[src/rtl/or_nway_pipe.sv]
// or_nway_pipe: pipelined N-way OR reduction with valid/ready handshake and optional per-frame accumulate
module or_nway_pipe #(
    parameter int WIDTH         = 16,
    parameter int LVL_PER_STAGE = 2,
    parameter int ACCUM         = 0
) (
    input  logic             clk,
    input  logic             reset,
    input  logic [WIDTH-1:0] in_data,
    input  logic             in_valid,
    input  logic             in_last,
    output logic             in_ready,
    output logic             out_valid,
    input  logic             out_ready,
    output logic             out_any,
    output logic             out_zero
);
    localparam int L = $clog2(WIDTH);
    localparam int P = 1 << L;
    localparam int S = (L + LVL_PER_STAGE - 1) / LVL_PER_STAGE;

    // n pairwise-OR levels; bits above the surviving span are forced to zero
    function automatic logic [P-1:0] fold(input logic [P-1:0] x, input int n);
        logic [P-1:0] y, z;
        y = x;
        for (int k = 0; k < n; k++) begin
            z = '0;
            for (int i = 0; i < (P >> (k + 1)); i++) z[i] = y[2*i] | y[2*i+1];
            y = z;
        end
        return y;
    endfunction

    logic adv;
    assign adv      = ~out_valid | out_ready;
    assign in_ready = adv;
    assign out_zero = out_valid & ~out_any;

    for (genvar s = 0; s < S - 1; s++) begin : g
        logic [P-1:0] x, q;
        logic         xv, xl, qv, ql;
        if (s == 0) begin : h
            assign x  = P'(in_data);
            assign xv = in_valid;
            assign xl = in_last;
        end else begin : h
            assign x  = g[s-1].q;
            assign xv = g[s-1].qv;
            assign xl = g[s-1].ql;
        end
        always_ff @(posedge clk)
            if (reset) qv <= 1'b0;
            else if (adv) begin
                q  <= fold(x, LVL_PER_STAGE);
                qv <= xv;
                ql <= xl;
            end
    end

    logic [P-1:0] fx;
    logic         fv, fl;
    if (S == 1) begin : f
        assign fx = P'(in_data);
        assign fv = in_valid;
        assign fl = in_last;
    end else begin : f
        assign fx = g[S-2].q;
        assign fv = g[S-2].qv;
        assign fl = g[S-2].ql;
    end

    // final stage folds its remaining levels and owns the frame accumulator
    logic acc, bo, close;
    assign bo    = |fx;
    assign close = fv & ((ACCUM == 0) | fl);

    always_ff @(posedge clk)
        if (reset) begin
            out_valid <= 1'b0;
            out_any   <= 1'b0;
            acc       <= 1'b0;
        end else if (adv) begin
            out_valid <= close;
            out_any   <= close & (acc | bo);
            acc       <= ~close & (acc | (fv & bo));
        end
endmodule

[config.mk]
export PLATFORM = sky130hd
export DESIGN_NAME = or_nway_pipe
export DESIGN_NICKNAME = d
export VERILOG_FILES = /design/src/rtl/or_nway_pipe.sv
export SDC_FILE = /design/constraint.sdc
export NUM_CORES = 1
export LEC_CHECK = 0
export ABC_AREA = 1
export CAP_MARGIN = 10
export CORE_AREA = 2 2 39 41
export CTS_CLUSTER_SIZE = 20
export DETAILED_ROUTE_END_ITERATION = 16
export DIE_AREA = 0 0 41 43
export PLACE_DENSITY = 0.73
export SLEW_MARGIN = 25
export SYNTH_ARGS = -nofsm -noshare
export SYNTH_HDL_FRONTEND = slang
export SYNTH_SLANG_ARGS = --single-unit
[constraint.sdc]
create_clock -name clk -period 1.2 [get_ports clk]
set_input_delay 0.24 -clock clk [delete_from_list [all_inputs] [get_ports clk]]
set_output_delay 0.24 -clock clk [all_outputs]
set_load 0.02 [all_outputs]
* Word level (Yosys, flattened, before mapping)
Index checks and enable logic that the tools add are counted.
** Cells by class
- Reduce and logical (&&, ||, !) cells :: 2
- Bitwise operators :: 23
** Operator list (count)
- 1-bit OR :: 15
- 1-bit AND :: 4
- 1-bit NOT :: 4
- 4-bit OR reduction :: 1
- 2-bit AND reduction :: 1
** Storage, ports and cells
- Bits in registers :: 8
- Input bits :: 21

* Longest topological paths before layout
- Word-level depth :: 4
- Gate-level depth with buffers :: 5
- Gate-level depth less buffers :: 5

* Worst setup path before layout
No wires, ideal clock.
- Path type :: register -> output
- Start :: reg out_valid
- End :: out out_zero
- Path slack :: 0.158 ns
- Arrival time :: 0.802 ns
- Required time :: 0.960 ns
- Cell stages (with the launch flop) :: 3
- Cells stage by stage :: dfxtp_1 > inv_2 > nor2_1
** Between the ends
- Cells in the longest elaborated chain, start to end :: 1
** RTL lines
- start: declaration :: line 13 : output logic out_valid,
- start signal: assignment :: line 83 : out_valid <= close;
- 1-bit AND :: line 37 : assign out_zero = out_valid & ~out_any;
- end: declaration :: line 16 : output logic out_zero
Every way passes these cells.

* Worst setup path in the final report
- Start :: reg out_valid
- End :: out out_valid
No word-level cell between the ends.

==> results.md <==
- Status: completed
- DRC: 0
- Sw frac: 20.8%
- Comb pwr share: 19.1%
- Placed cell areas: 628 um^2
- CTS Buffer Depth: 2
- Detailed Routing Iterations Pass 1: 3
- Setup Skew: 0.00589 ns
- Post-DP HPWL: 614 um
- Combinational family with the most area after synthesis: simple AND/OR/NAND/NOR gates
- Height of the die: 43 um
- Peak supply drop: 0.409 mV
- Layout cells sized above 1: 25.4%
- Ports: 25
- Post-route cell area: 648 um^2
- Place WS: -0.466 ns
- Crit path from: out_valid
- Via count: 345
- XOR/XNOR Fraction of Synth Area: 0%
- Row cnt: 14
- Worst Path Max Fanout: 2
- Sequential share of power: 47.4%
- PnR worst setup slack: 0.0454 ns
- CTS buffer count: 3
- Multi-input combinational cell area: 125 um^2
- Crit start category: flop
- Gp weighted congestion: 0.620
- Final Max Tran Viols: 0
- Final hold slack: 0.450 ns
- Post-Synth Simple-Gate Area: 30.1%
- R2r setup slk: 0.13 ns
- Worst R2R End: fx[1]
- Synth Area in Compound Gates: 6.62%
- Setup-failing EPs final: 0
- Maxcap violations: 0
- WL/cell: 7.94 um
- Fillers: 129
- Ys Warns: 0
- Leading area contributor after synthesis: edfxtp_1
- Setup Buffers After CTS: 0
- DR iter-0 viols: 3
- Die area: 0.00176 mm^2
- Fmax: 0.866 GHz
- Synth unique cells: 12
- Total design power: 0.637 mW
- Adder-cell share of the synthesized area: 0%
- Sequential cell area: 201 um^2
- Syn_nets: 60
- Number of synthesized register bits: 8
- Largest net degree at the start of global routing: 6
- Global-route wire length before repair: 1170 um
- Seq/Total Area, Yosys: 58.8%
- Clock latency on the worst-skew pair: 0.25 ns
- CP endpoint: out_valid
- Pwr Density: 984 mW/mm^2
- Clock power share: 33.5%
- Clock sink count: 8
- Diodes inserted: 0
- Worst setup path class: flop to primary output
- RR Startpoint: out_valid
- Net Switching: 0.132 mW
- Pleak: 0.245 nW
- Synth Instances: 39
- Core footprint: 0.00138 mm^2
- ANT nets after route: 0
- Final Net Count: 93
- Syn_area_per_cell: 8.73 um^2
- Worst-margin pin slew: 0.199 ns
- Mux cell area share after synthesis: 0%
- Initial antenna violation count: 0
- Post-route setup TNS: 0 ns
- Crit end category: primary output
- Vias in the first global route: 336
- Vias per inst: 3.97
- GR Overflow Total: 0
- Cell area after synthesis: 340 um^2
- Root buffer cell: clkbuf_4
- # port buffers: 23
- Clock transition at path regs: 0.06 ns
- Int Pwr: 0.505 mW
- Hold Buf Count CTS: 0
- Area share of the largest cell type after synthesis: 35.3%
- Minimum clock period: 1.15 ns
- CP arrival: 0.91 ns
- H-tree Lvls: 1
- Initial cell density of the core: 24.6%
- Part of the cycle the worst path needs: 96.2%
- Area growth, synth to finish: 90.4%
- Synth top area cells: edfxtp_1 (35%), dfxtp_1 (24%), nor2_1 (13%), nand2_1 (8.8%), a21oi_2 (5.1%)
- Max transition margin: 86.8%
- WL final: 691 um
- RSZ-0062 raised after global routing: false
- Final Hold Fails: 0
- DIE WIDTH: 41 um
- Worst reg-to-reg path cell count: 5
- Gr usage total: 9.49%
- CTS tree: built
- Hold Path Class: flop to flop
- Req. time, crit path: 0.96 ns
==> cell type report <==
class	count	area share [%]
multi-input cells	27	19.3
repair buffers	28	40.2
well taps	16	3.09
flip-flops and latches	8	31.1
clock buffers	4	4.05
inverters	4	2.32
==> layer usage <==
| metal | vias up | GRT usage, % | part of all wire (%) |
|---|---|---|---|
| met1 | 147 | 9.84 | 37 |
| met3 | 0 | 0 | 5.6 |
| met2 | 12 | 17.2 | 57 |
| li1 | 186 | - | - |
| met5 | - | 0 | 0 |
| met4 | 0 | 6.00 | 0 |
==> Yosys cell counts <==
cell type,number
a21oi_1,1
a21oi_2,2
dfxtp_1,4
edfxtp_1,4
inv_1,2
inv_2,2
nand2_1,8
nand3_1,1
nor2_1,12
nor2_2,1
nor2_4,1
nor3_1,1
==> worst min-delay path by stage <==
stage,from,to,cells after the start
4_1_cts,acc,acc,2
2_1_floorplan,reset,close,1
6_report,acc,acc,2
3_5_place_dp,acc,acc,2
5_1_grt,acc,acc,2
3_3_place_gp,acc,acc,2
==> timing repair <==
action	CTS	global route
pin swaps	1	0
setup endpoints to repair	4	2
gates resized for setup	14	2
==> cells by family (layout without fill, tap and decap cells) <==
kind of cell,count (synthesis),count (layout)
AND/OR/NAND/NOR,24,24
buffers and inverters,4,36
flip-flops,8,8
AO/OA/AOI/OAI,3,3
==> state kept, by name, summed over array words and instances, names as in the netlist <==
| register | count |
|---|---|
| out_any | 1 |
| out_valid | 1 |
| fx | 4 |
| acc | 1 |
| close | 1 |
==> critical path: stages (launching register included) <==
cell and delay, ns:
dfxtp_2 0.32, buf_4 0.12, clkdlybuf4s15_2 0.24
==> power by group through the flow <==
stage,sequential [mW],clock [mW],combinational (mW)
5_1_grt,0.303,0.227,0.135
3_3_place_gp,0.307,0,0.125
6_report,0.302,0.214,0.121
3_5_place_dp,0.308,0,0.127
4_1_cts,0.302,0.218,0.122
2_1_floorplan,0.311,0,0.0303
==> metrics by stage <==
step,std cells,utilization [%]
3_3_place_gp,83,45.4
5_1_grt,87,46.8
4_1_cts,87,46.7
6_report,87,46.8
2_1_floorplan,39,-
3_5_place_dp,83,45.4
==> cells in the final DEF, fill, tap and decap left out <==
master	n
nand2_1	8
nand3_1	1
nor3_1	1
inv_1	2
dfxtp_2	1
clkdlybuf4s15_1	1
buf_4	6
dfxtp_1	3
nor2_2	1
clkbuf_1	1
a21oi_2	2
clkdlybuf4s50_1	18
dlygate4sd2_1	1
buf_2	1
clkbuf_4	3
a21oi_1	1
nor2_1	12
inv_2	2
clkdlybuf4s15_2	1
nor2_4	1
edfxtp_1	4
Note: power is estimated with default switching activity, not from simulation.
